===== src/rtl/chipset_pkg.sv =====
// Shared types for the memory chipset: region indices, requester owner and
// the read-return tag carried down the latency pipeline.
package chipset_pkg;

  localparam int REG_ROM = 0;
  localparam int REG_RAM = 1;
  localparam int REG_ARD = 2;

  // Region field is sized for the largest supported region count (up to 256).
  localparam int TAG_SEL_W = 8;

  typedef enum logic {
    OWN_CPU  = 1'b0,
    OWN_HOST = 1'b1
  } owner_e;

  typedef struct packed {
    logic                 valid;
    owner_e               owner;
    logic [TAG_SEL_W-1:0] region;
    logic                 unmapped;
  } rd_tag_t;

endpackage


===== src/rtl/chipset_rd_pipe.sv =====
// RD_LAT-deep shift register of read tags; a synchronous clear drops every
// read still in flight.
module chipset_rd_pipe
  import chipset_pkg::*;
#(
  parameter int RD_LAT = 1
) (
  input  logic    clk,
  input  logic    rst,
  input  rd_tag_t tag_in,
  output rd_tag_t tag_out
);

  rd_tag_t [RD_LAT-1:0] stage_q;

  always_ff @(posedge clk) begin
    if (rst) begin
      stage_q <= '0;
    end else begin
      stage_q[0] <= tag_in;
      for (int i = 1; i < RD_LAT; i++) stage_q[i] <= stage_q[i-1];
    end
  end

  assign tag_out = stage_q[RD_LAT-1];

endmodule


===== src/rtl/mem_chipset_arb.sv =====
// CPU/host memory chipset: priority arbiter with host starvation guard,
// N-region decode and a latency-matched read-return mux.
module mem_chipset_arb
  import chipset_pkg::*;
#(
  parameter int ADDR_W   = 20,
  parameter int DATA_W   = 32,
  parameter int NREG     = 3,
  parameter int RD_LAT   = 1,
  parameter int MAX_WAIT = 8,
  localparam int SEL_W   = $clog2(NREG),
  localparam int OFF_W   = ADDR_W - SEL_W
) (
  input  logic                        clk,
  input  logic                        rst,
  input  logic                        cpu_req,
  input  logic                        cpu_we,
  input  logic [ADDR_W-1:0]           cpu_addr,
  input  logic [DATA_W-1:0]           cpu_wdata,
  output logic                        cpu_stall,
  output logic                        cpu_rvalid,
  output logic [DATA_W-1:0]           cpu_rdata,
  output logic                        cpu_err,
  input  logic                        host_req,
  input  logic                        host_we,
  input  logic [ADDR_W-1:0]           host_addr,
  input  logic [DATA_W-1:0]           host_wdata,
  output logic                        host_gnt,
  output logic                        host_rvalid,
  output logic [DATA_W-1:0]           host_rdata,
  output logic [NREG-1:0]             mem_sel,
  output logic [OFF_W-1:0]            mem_addr,
  output logic                        mem_we,
  output logic [DATA_W-1:0]           mem_wdata,
  input  logic [NREG-1:0][DATA_W-1:0] mem_rdata
);

  localparam int CNT_W = $clog2(MAX_WAIT + 1);

  logic [CNT_W-1:0]  wait_cnt;
  logic              host_win, cpu_win, acc, acc_we, unmapped, rom_wr, hit;
  logic [ADDR_W-1:0] acc_addr;
  logic [DATA_W-1:0] acc_wdata;
  logic [SEL_W-1:0]  region;
  owner_e            acc_owner;
  rd_tag_t           tag_in, tag_out;
  logic [DATA_W-1:0] ret_data, cpu_rdata_q, host_rdata_q;
  logic              cpu_err_q, cpu_rv, host_rv;

  always_comb begin
    // CPU has priority unless the host has been denied MAX_WAIT cycles in a row.
    host_win  = !rst && host_req && (!cpu_req || wait_cnt == CNT_W'(MAX_WAIT));
    cpu_win   = !rst && cpu_req && !host_win;
    acc       = host_win || cpu_win;
    acc_owner = host_win ? OWN_HOST : OWN_CPU;
    acc_we    = host_win ? host_we : cpu_we;
    acc_addr  = host_win ? host_addr : cpu_addr;
    acc_wdata = host_win ? host_wdata : cpu_wdata;

    region    = acc_addr[ADDR_W-1 -: SEL_W];
    unmapped  = int'(region) >= NREG;
    rom_wr    = acc_we && region == SEL_W'(REG_ROM);
    hit       = acc && !unmapped && !rom_wr;

    mem_sel = '0;
    if (hit) mem_sel[region] = 1'b1;
    mem_addr  = acc ? acc_addr[OFF_W-1:0] : '0;
    mem_we    = hit && acc_we;
    mem_wdata = acc ? acc_wdata : '0;

    cpu_stall = cpu_req && host_win;
    host_gnt  = host_win;

    tag_in.valid    = acc && !acc_we;
    tag_in.owner    = acc_owner;
    tag_in.region   = TAG_SEL_W'(region);
    tag_in.unmapped = unmapped;
  end

  always_ff @(posedge clk) begin
    if (rst || !host_req || host_win) wait_cnt <= '0;
    else if (wait_cnt != CNT_W'(MAX_WAIT)) wait_cnt <= wait_cnt + 1'b1;
  end

  always_ff @(posedge clk) begin
    if (rst) cpu_err_q <= 1'b0;
    else     cpu_err_q <= cpu_win && (unmapped || rom_wr);
  end

  chipset_rd_pipe #(.RD_LAT(RD_LAT)) u_rd_pipe (
    .clk     (clk),
    .rst     (rst),
    .tag_in  (tag_in),
    .tag_out (tag_out)
  );

  // Unmapped reads fall through the region match and return zero.
  always_comb begin
    ret_data = '0;
    if (!tag_out.unmapped)
      for (int r = 0; r < NREG; r++)
        if (tag_out.region == TAG_SEL_W'(r)) ret_data = mem_rdata[r];
    cpu_rv  = !rst && tag_out.valid && tag_out.owner == OWN_CPU;
    host_rv = !rst && tag_out.valid && tag_out.owner == OWN_HOST;
  end

  always_ff @(posedge clk) begin
    if (rst) begin
      cpu_rdata_q  <= '0;
      host_rdata_q <= '0;
    end else begin
      if (cpu_rv)  cpu_rdata_q  <= ret_data;
      if (host_rv) host_rdata_q <= ret_data;
    end
  end

  assign cpu_rvalid  = cpu_rv;
  assign host_rvalid = host_rv;
  assign cpu_rdata   = rst ? '0 : (cpu_rv ? ret_data : cpu_rdata_q);
  assign host_rdata  = rst ? '0 : (host_rv ? ret_data : host_rdata_q);
  assign cpu_err     = cpu_err_q && !rst;

endmodule


===== config.mk =====
export PLATFORM = sky130hd
export DESIGN_NAME = mem_chipset_arb
export DESIGN_NICKNAME = d
export VERILOG_FILES = /design/src/rtl/chipset_pkg.sv /design/src/rtl/chipset_rd_pipe.sv /design/src/rtl/mem_chipset_arb.sv
export SDC_FILE = /design/constraint.sdc
export NUM_CORES = 1
export LEC_CHECK = 0
export CORE_MARGIN = 10
export CORE_UTILIZATION = 36
export DETAILED_ROUTE_END_ITERATION = 6
export PLACE_DENSITY = 0.87
export SYNTH_ARGS = -nofsm -noshare
export SYNTH_HDL_FRONTEND = slang
export SYNTH_SLANG_ARGS = --single-unit
export TNS_END_PERCENT = 1

===== constraint.sdc =====
create_clock -name clk -period 4.9 [get_ports clk]
set_clock_uncertainty 0.1 [all_clocks]
set_input_delay 0.98 -clock clk [delete_from_list [all_inputs] [get_ports clk]]
set_output_delay 0.98 -clock clk [all_outputs]
set_load 0.02 [all_outputs]

### Word-level counts from Yosys, hierarchy flattened

Cells that the tools add are included.

| cells by class | value |
|---|---|
| multiplexer cells | 17 |
| reduce and logical (&&, ||, !) cells | 30 |
| equal/unequal tests | 4 |
| add/sub/neg operators | 1 |
| bitwise logic cells | 1 |
| magnitude comparators | 3 |

Operators by type and width:

| operator | count |
|---|---|
| $mux W32 | 10 |
| $mux W20 | 1 |
| $mux W18 | 1 |
| $logic_and A1 B1 Y1 | 16 |
| $eq A8 B1 Y1 const B | 1 |
| $eq A8 B2 Y1 const B | 1 |
| $logic_not A8 Y1 | 1 |
| $logic_not A1 Y1 | 7 |
| $logic_or A1 B1 Y1 | 5 |
| $add A4 B1 Y4 const B | 1 |
| $eq A4 B4 Y1 const B | 1 |
| $ne A4 B4 Y1 const B | 1 |
| $lt A2 B3 Y1 const B | 1 |
| $mux W1 | 3 |
| $mux W3 | 1 |
| $demux W1 S2 | 1 |
| $ge A2 B1 Y1 const B | 1 |
| $ge A2 B2 Y1 const B | 1 |
| $logic_not A2 Y1 | 1 |
| $not A1 Y1 | 1 |

| storage, ports and cells | value |
|---|---|
| flip-flop bits (word level) | 80 |
| logic and storage cells | 65 |
| output and inout bits | 123 |
| input port bits | 206 |

### Longest topological paths before layout

| depth | value |
|---|---|
| word-level depth | 9 |
| gate-level depth with buffers | 7 |
| gate-level depth less buffers | 5 |

### Cells and area by module

A second synthesis with hierarchy kept.

| unflattened totals | value |
|---|---|
| cell total of the unflattened synthesis | 485 |
| area total of the unflattened synthesis | 4,446.8 µm² |

By module, submodules not included:

| module | sequential area each (µm²) | instances | cells an instance | area an instance (µm²) |
|---|---|---|---|---|
| mem_chipset_arb | 1,381.3 | 1 | 462 | 4,108.9 |
| chipset_rd_pipe | 220.2 | 1 | 23 | 337.8 |

### Least setup slack after synthesis

No wires, ideal clock.

| timing | value |
|---|---|
| kind | input to output |
| start point | input rst |
| end point | output mem_addr[10] |
| required time | 3.820 ns |
| arrival time | 2.166 ns |
| slack | 1.654 ns |
| stages | 5 |
| buffers on the path | 2 |
| cell sequence | o21ba_2 -> buf_2 -> clkbuf_1 -> nand2_1 -> o21ai_0 |

| on the way | value |
|---|---|
| cells in the longest elaborated chain, start to end | 7 |
| elaborated cells on any way between the ends | 9 |
| those cells by class | 2 x mux; 7 x reduce/logical |

Ends and longest elaborated chain:

| item | RTL line | source |
|---|---|---|
| start: declaration | mem_chipset_arb.sv:15 | `input logic rst,` |
| $logic_not A1 Y1 (*) | mem_chipset_arb.sv:52, mem_chipset_arb.sv:53 |  |
| $logic_and A1 B1 Y1 (2 in a row) | mem_chipset_arb.sv:52 | `host_win = !rst && host_req && (!cpu_req \|\| wait_cnt == CNT_W'(MAX_WAIT));` |
| $logic_not A1 Y1 | mem_chipset_arb.sv:53 | `cpu_win = !rst && cpu_req && !host_win;` |
| $logic_and A1 B1 Y1 | mem_chipset_arb.sv:53 |  |
| $logic_or A1 B1 Y1 | mem_chipset_arb.sv:54 | `acc = host_win \|\| cpu_win;` |
| $mux W18 (*) | mem_chipset_arb.sv:67 | `mem_addr = acc ? acc_addr[OFF_W-1:0] : '0;` |
| end: declaration | mem_chipset_arb.sv:32 | `output logic [OFF_W-1:0] mem_addr,` |

Every way passes the cells marked *; elsewhere a longest branch is shown, timed or not.

### Worst setup path in the final report

| timing | value |
|---|---|
| start point | input rst |
| end point | output host_rdata[23] |

| on the way | value |
|---|---|
| cells in the longest elaborated chain, start to end | 5 |

Ends and longest elaborated chain:

| item | RTL line | source |
|---|---|---|
| $logic_not A1 Y1 | mem_chipset_arb.sv:104 | `host_rv = !rst && tag_out.valid && tag_out.owner == OWN_HOST;` |
| $logic_and A1 B1 Y1 (2 in a row) | mem_chipset_arb.sv:104 |  |
| $mux W32 | - |  |
| $mux W32 (*) | - |  |
| end: declaration | mem_chipset_arb.sv:30 | `output logic [DATA_W-1:0] host_rdata,` |

Marks and branches as above.

==> out/results.tsv <==
metric	value	unit
CP Buf/Inv Count	4	
Largest delay share family, worst path	buffers and inverters	
Placeable Area	0.01132	mm2
post_cts resized	0	
post-synth top area cell	dfxtp_1	
initial core utilization	0.3652	
total CTS buffers	9	
startpoint types	input port	
Area Growth Syn to Fin	90.59	%
final slew viol count	0	
gr ovfl total	0	
# H-tree levels	3	
gp weighted congestion	0.9275	
Root Buffer	clkbuf_16	
drt drc	0	
final net count	975	
outcome	finished, final reports clean	
ys async rst share	0	
Total GRT Usage	0.2551	
R2R Setup Slk	2.85	ns
synth top area cells	dfxtp_1 (36%), a22o_1 (14%), o211ai_1 (9.3%), mux2i_1 (8.7%), o2bb2ai_1 (6.8%)	
Crit path largest cell delay	0.67	ns
Pwr per Cell Area	245.5	mW/mm2
Critical R2R Capture	cpu_rdata_q[2]$_DFF_P_	
Total Routed Length	22150	um
Critical Path Fanout Max	32	
Mapped Area	0.004134	mm2
period utilization	0.9228	
Worst Tran Pin Value	0.7665	ns
Die W	127.2	um
max_cap viols	0	
vias in the first global route	5360	
hold_sp	wait_cnt[0]$_SDFFE_PP0N_	
crit end category	primary output	
Layout fillers	850	
die area	0.01617	mm2
antenna violations before repair	0	
DP Wirelength	17750	um
global-route wire length before repair	32530	um
most frequent cells after synthesis	dfxtp_1 (74), a22o_1 (64), nand2_1 (52)	
Final Instance Area	0.007879	mm2
maximum clock path buffer count	2	
Hold-fix buffers, CTS	0	
top_reg_cell synth	dfxtp_1	
Storage cell area	0.001483	mm2
layout cells sized above 1	0.05959	
drt pass-1 iters	5	
f_max	221.2	MHz
DR iter-0 viols	454	
CP max stage cell	clkdlybuf4s50_1	
most common cell in the netlist	dfxtp_1	
Worst Hold End	wait_cnt[0]$_SDFFE_PP0N_	
Yosys warnings	0	
Post-Synthesis Cells	469	
WL per Instance	24.20	um
final setup vio count	0	
LEAKAGE	2.832	nW
Synth top area share	0.3584	
setup TNS	0	ns
number of setup buffers added after CTS	0	
R2R cell count	4	
unrepaired setup endpoints after global routing	false	
relative slew slack	0.4890	
Hold Fails Final Rpt	0	
cell breakdown of the critical path	clkdlybuf4s50_1 > buf_4 > nand2b_1 > nor3_4 > buf_4 > a22o_1 > clkdlybuf4s50_1	
Distinct cells, synth	37	
WS Path Type	input port to primary output	
Reg clk slew, reported paths	0.06	ns
CTS tree	built	
Multi-input gate area	0.002422	mm2
critical path depth	7	
syn avg cell area	8.814	um2
Port Buffers	328	
sequential-to-total area share from yosys stat	0.3584	
Seq cells post-synth	74	
IO Count	329	
drt via density	5.632	
Hold Path Class	flip-flop to flip-flop	
Worst Path Required	3.82	ns
Peak supply drop	0.0002428	V
Site Rows	39	
DP Area	0.007535	mm2
Post-synth EDFFs	0	
DRT antenna net count	0	
Vias	5153	
CTS Sinks	74	
syn nets	677	
RR Startpoint	u_rd_pipe.tag_out[1]$_SDFF_PP0_	
DIE HEIGHT	127.2	um
Critical Path AT	3.44	ns
fin crit period	4.522	ns
clock latency on the worst-skew pair	0.33	ns
# diodes	0	
hold depth	1	
largest net degree at the start of global routing	55	
## layout make-up
class | instances | area share
tap | 143 | 0.02271
inverter | 6 | 0.002859
sequential | 74 | 0.1882
clock inverter | 6 | 0.01461
timing repair buffer | 343 | 0.4351
multi-input combinational | 333 | 0.3074
clock buffer | 10 | 0.02906
## per-stage QoR
step	worst slack, ns	cells	utilization	hold WS (ns)	total power, mW
6_report	0.3782	915	0.6960	0.3702	1.934
5_1_grt	0.2697	915	0.6960	0.3864	2.003
4_1_cts	0.3766	915	0.6960	0.3751	1.944
3_5_place_dp	0.3805	899	0.6656	0.3615	1.191
3_3_place_gp	0.4492	899	0.6656	0.3391	1.185
2_1_floorplan	1.654	469	-	0.3297	0.8616
## sequential cells by signal (all words and copies together) (netlist names)
name               count
cpu_err_q              1
cpu_rdata_q           32
u_rd_pipe.tag_out      5
wait_cnt               4
host_rdata_q          32
## layout by cell type (no fill, tap or decap), drive strengths merged, types with 3 or more instances in the layout
| cell type | instances |
|---|---|
| nand2b | 3 |
| a22o | 64 |
| a21oi | 3 |
| inv | 6 |
| nor2b | 6 |
| nor2 | 6 |
| bufinv | 3 |
| o2bb2ai | 32 |
| nor3 | 4 |
| dfxtp | 74 |
| buf | 17 |
| clkbuf | 10 |
| nand2 | 52 |
| o21ai | 50 |
| o211ai | 51 |
| nand3b | 4 |
| mux2i | 36 |
| clkdlybuf4s50 | 326 |
## worst max-delay path by stage
stage          slack, ns  startpoint             end
2_1_floorplan       1.65         rst    mem_addr[10]
3_3_place_gp        0.45         rst   host_rdata[0]
3_5_place_dp        0.38         rst   host_rdata[0]
4_1_cts             0.38         rst   host_rdata[0]
5_1_grt             0.27         rst  host_rdata[23]
6_report            0.38         rst  host_rdata[23]
## power by group
| group | switching, mW | total, mW | internal [mW] | leakage, nW |
|---|---|---|---|---|
| Clock | 0.253 | 0.752 | 0.499 | 0.163 |
| Combinational | 0.252 | 0.547 | 0.295 | 2.07 |
| Sequential | 0.0145 | 0.635 | 0.621 | 0.600 |
| Total | 0.519 | 1.93 | 1.41 | 2.83 |
## metal layers
metal,up-vias,routed length [um],share of wire,global-route usage
met3,33,2504,0.11,0.1104
met1,2447,7850,0.35,0.2610
met5,-,0,0,0
met4,0,532,0.024,0.08038
li1,2377,-,-,-
met2,296,11260,0.51,0.4584
## cell families after synthesis
family / share of synthesized area
buffers and inverters: 0.06325
AND/OR/NAND/NOR: 0.09565
adder cells (fa/ha/maj): 0.006052
multiplexers: 0.09443
flip-flops: 0.3584
XOR/XNOR: 0.006357
AO/OA/AOI/OAI: 0.3759
(Power assumes the default switching activity.)
==> RTL change, RTL diff (same settings) <==
Change the parameter `MAX_WAIT` from 8 to 16.
--- a/src/rtl/mem_chipset_arb.sv
+++ b/src/rtl/mem_chipset_arb.sv
@@ -7,7 +7,7 @@
   parameter int DATA_W   = 32,
   parameter int NREG     = 3,
   parameter int RD_LAT   = 1,
-  parameter int MAX_WAIT = 8,
+  parameter int MAX_WAIT = 16,
   localparam int SEL_W   = $clog2(NREG),
   localparam int OFF_W   = ADDR_W - SEL_W
 ) (
Function: same outputs for any inputs over 4 cycles, from zero or initial values and one cycle with rst high; that may be too few to reach the edited logic, so the function may still have changed.
==> RTL change against the unedited design <==
  * Register-to-register slack worse by 350 ps
  * Wire length is 9.3% lower
  * Power is 4.1% lower
  * Largest power group unchanged
  * Count of clock-buffer cells in the layout is 1 higher
  * Sequential cell count is 1 higher
  * Design area is 2.6% higher
  * Global-route usage is 3.5 points lower
  * Worst setup slack better by 15 ps
  * Core utilization is 2.3 points lower
  * Area after synthesis is 6.8% higher
  * Sequential power is 2% higher
  * Via count is 3.1% higher
  * Highest routed layer unchanged
==> RTL change: results (changes against the unedited design) <==
clock buf count -> 11 (+1)
CP max stage delay -> 640 ps (-30 ps)
fillers -> 999 (+18%)
pin count of the biggest net entering global routing -> 66 (+20%)
Seq pwr share -> 0.350 (+0.022)
DPL Wire Length -> 15.86 mm (-11%)
Clock-cell share -> 0.03747 (-0.006204)
Slew headroom -> 0.2453 (-0.2437)
Layout Nets -> 1096 (+12%)
Die W -> 130.8 microns (+2.8%)
status -> completed
Initial DRC Count -> 306 (-33%)
top post-synthesis cells by count -> 134 x nand2_1, 75 x dfxtp_1, 65 x nand3b_1, 61 x o21ai_0, 51 x a21oi_1
vias per inst -> 5.107 (-9.3%)
clock group total power -> 0.675 mW (-10%)
Distinct cells, synth -> 40 (+8.1%)
total track usage -> 0.2205 (-0.03458)
fraction of area in multi-input gates -> 0.3281 (+0.02062)
inverters -> 10 (+4)
top cells by area, synth -> dfxtp_1 34%, nand2_1 11%, nand3b_1 11%
worst IR drop on VDD -> 0.1517 mV (-38%)
gpl congestion -> 0.9306 (+0.33%)
Yosys top cell area share -> 0.3399 (-0.01841)
vias in the first global route -> 5416 (+1.0%)
clock power share -> 0.364 (-0.025)
critical path arrival -> 3430 ps (about the same)
LEAKAGE -> 3.147 nW (+11%)
share of cells above drive strength 1 -> 0.07839 (+0.01880)
routed len/inst -> 19.31 microns (-20%)
comb_multi_in -> 452 (+36%)
Post-Place Cell Area -> 7779 sq um (+3.2%)
RTL change: worst paths after layout:
check                                   to                            start  slack, ps
setup / recovery                mem_sel[0]                          cpu_req        390
hold / removal    wait_cnt[0]$_SDFFE_PP0N_         wait_cnt[0]$_SDFFE_PP0N_        360
setup reg to reg   cpu_rdata_q[13]$_DFF_P_  u_rd_pipe.tag_out[1]$_SDFF_PP0_       2500
hold reg to reg   wait_cnt[0]$_SDFFE_PP0N_         wait_cnt[0]$_SDFFE_PP0N_        360
RTL change: metal layers:
layer | GRT usage | part of all wire | up-vias
met4 | 0.07129 | 0.021 | 0
met3 | 0.1164 | 0.13 | 29
met5 | 0 | 0 | -
li1 | - | - | 2603
met1 | 0.2245 | 0.36 | 2433
met2 | 0.3815 | 0.49 | 246
RTL change: metrics by stage:
step                      std cells  hold slack [ps]  setup slack, ps    util
after floorplan                 589            329.7             1403       -
after global placement         1024            342.9            449.4  0.6476
after detailed placement       1024            360.4            416.3  0.6476
after CTS                      1040            367.0            418.2  0.6728
after global routing           1040            374.8            250.2  0.6728
final                          1040            364.4            392.8  0.6728
RTL change: kinds of logic after synthesis:
| logic type | synth area share |
|---|---|
| adder cells (fa/ha/maj) | 0.005665 |
| AND/OR/NAND/NOR | 0.3048 |
| flip-flops | 0.3399 |
| AO/OA/AOI/OAI | 0.2059 |
| multiplexers | 0.07479 |
| XOR/XNOR | 0.005950 |
| buffers and inverters | 0.06289 |
RTL change: worst register-to-register path, delay by kind of cell (launching register included):
| family | cells | cell delay [ps] |
|---|---|---|
| AO/OA/AOI/OAI | 2 | 550 |
| flip-flops | 1 | 1060 |
| multiplexers | 1 | 220 |
| AND/OR/NAND/NOR | 1 | 310 |
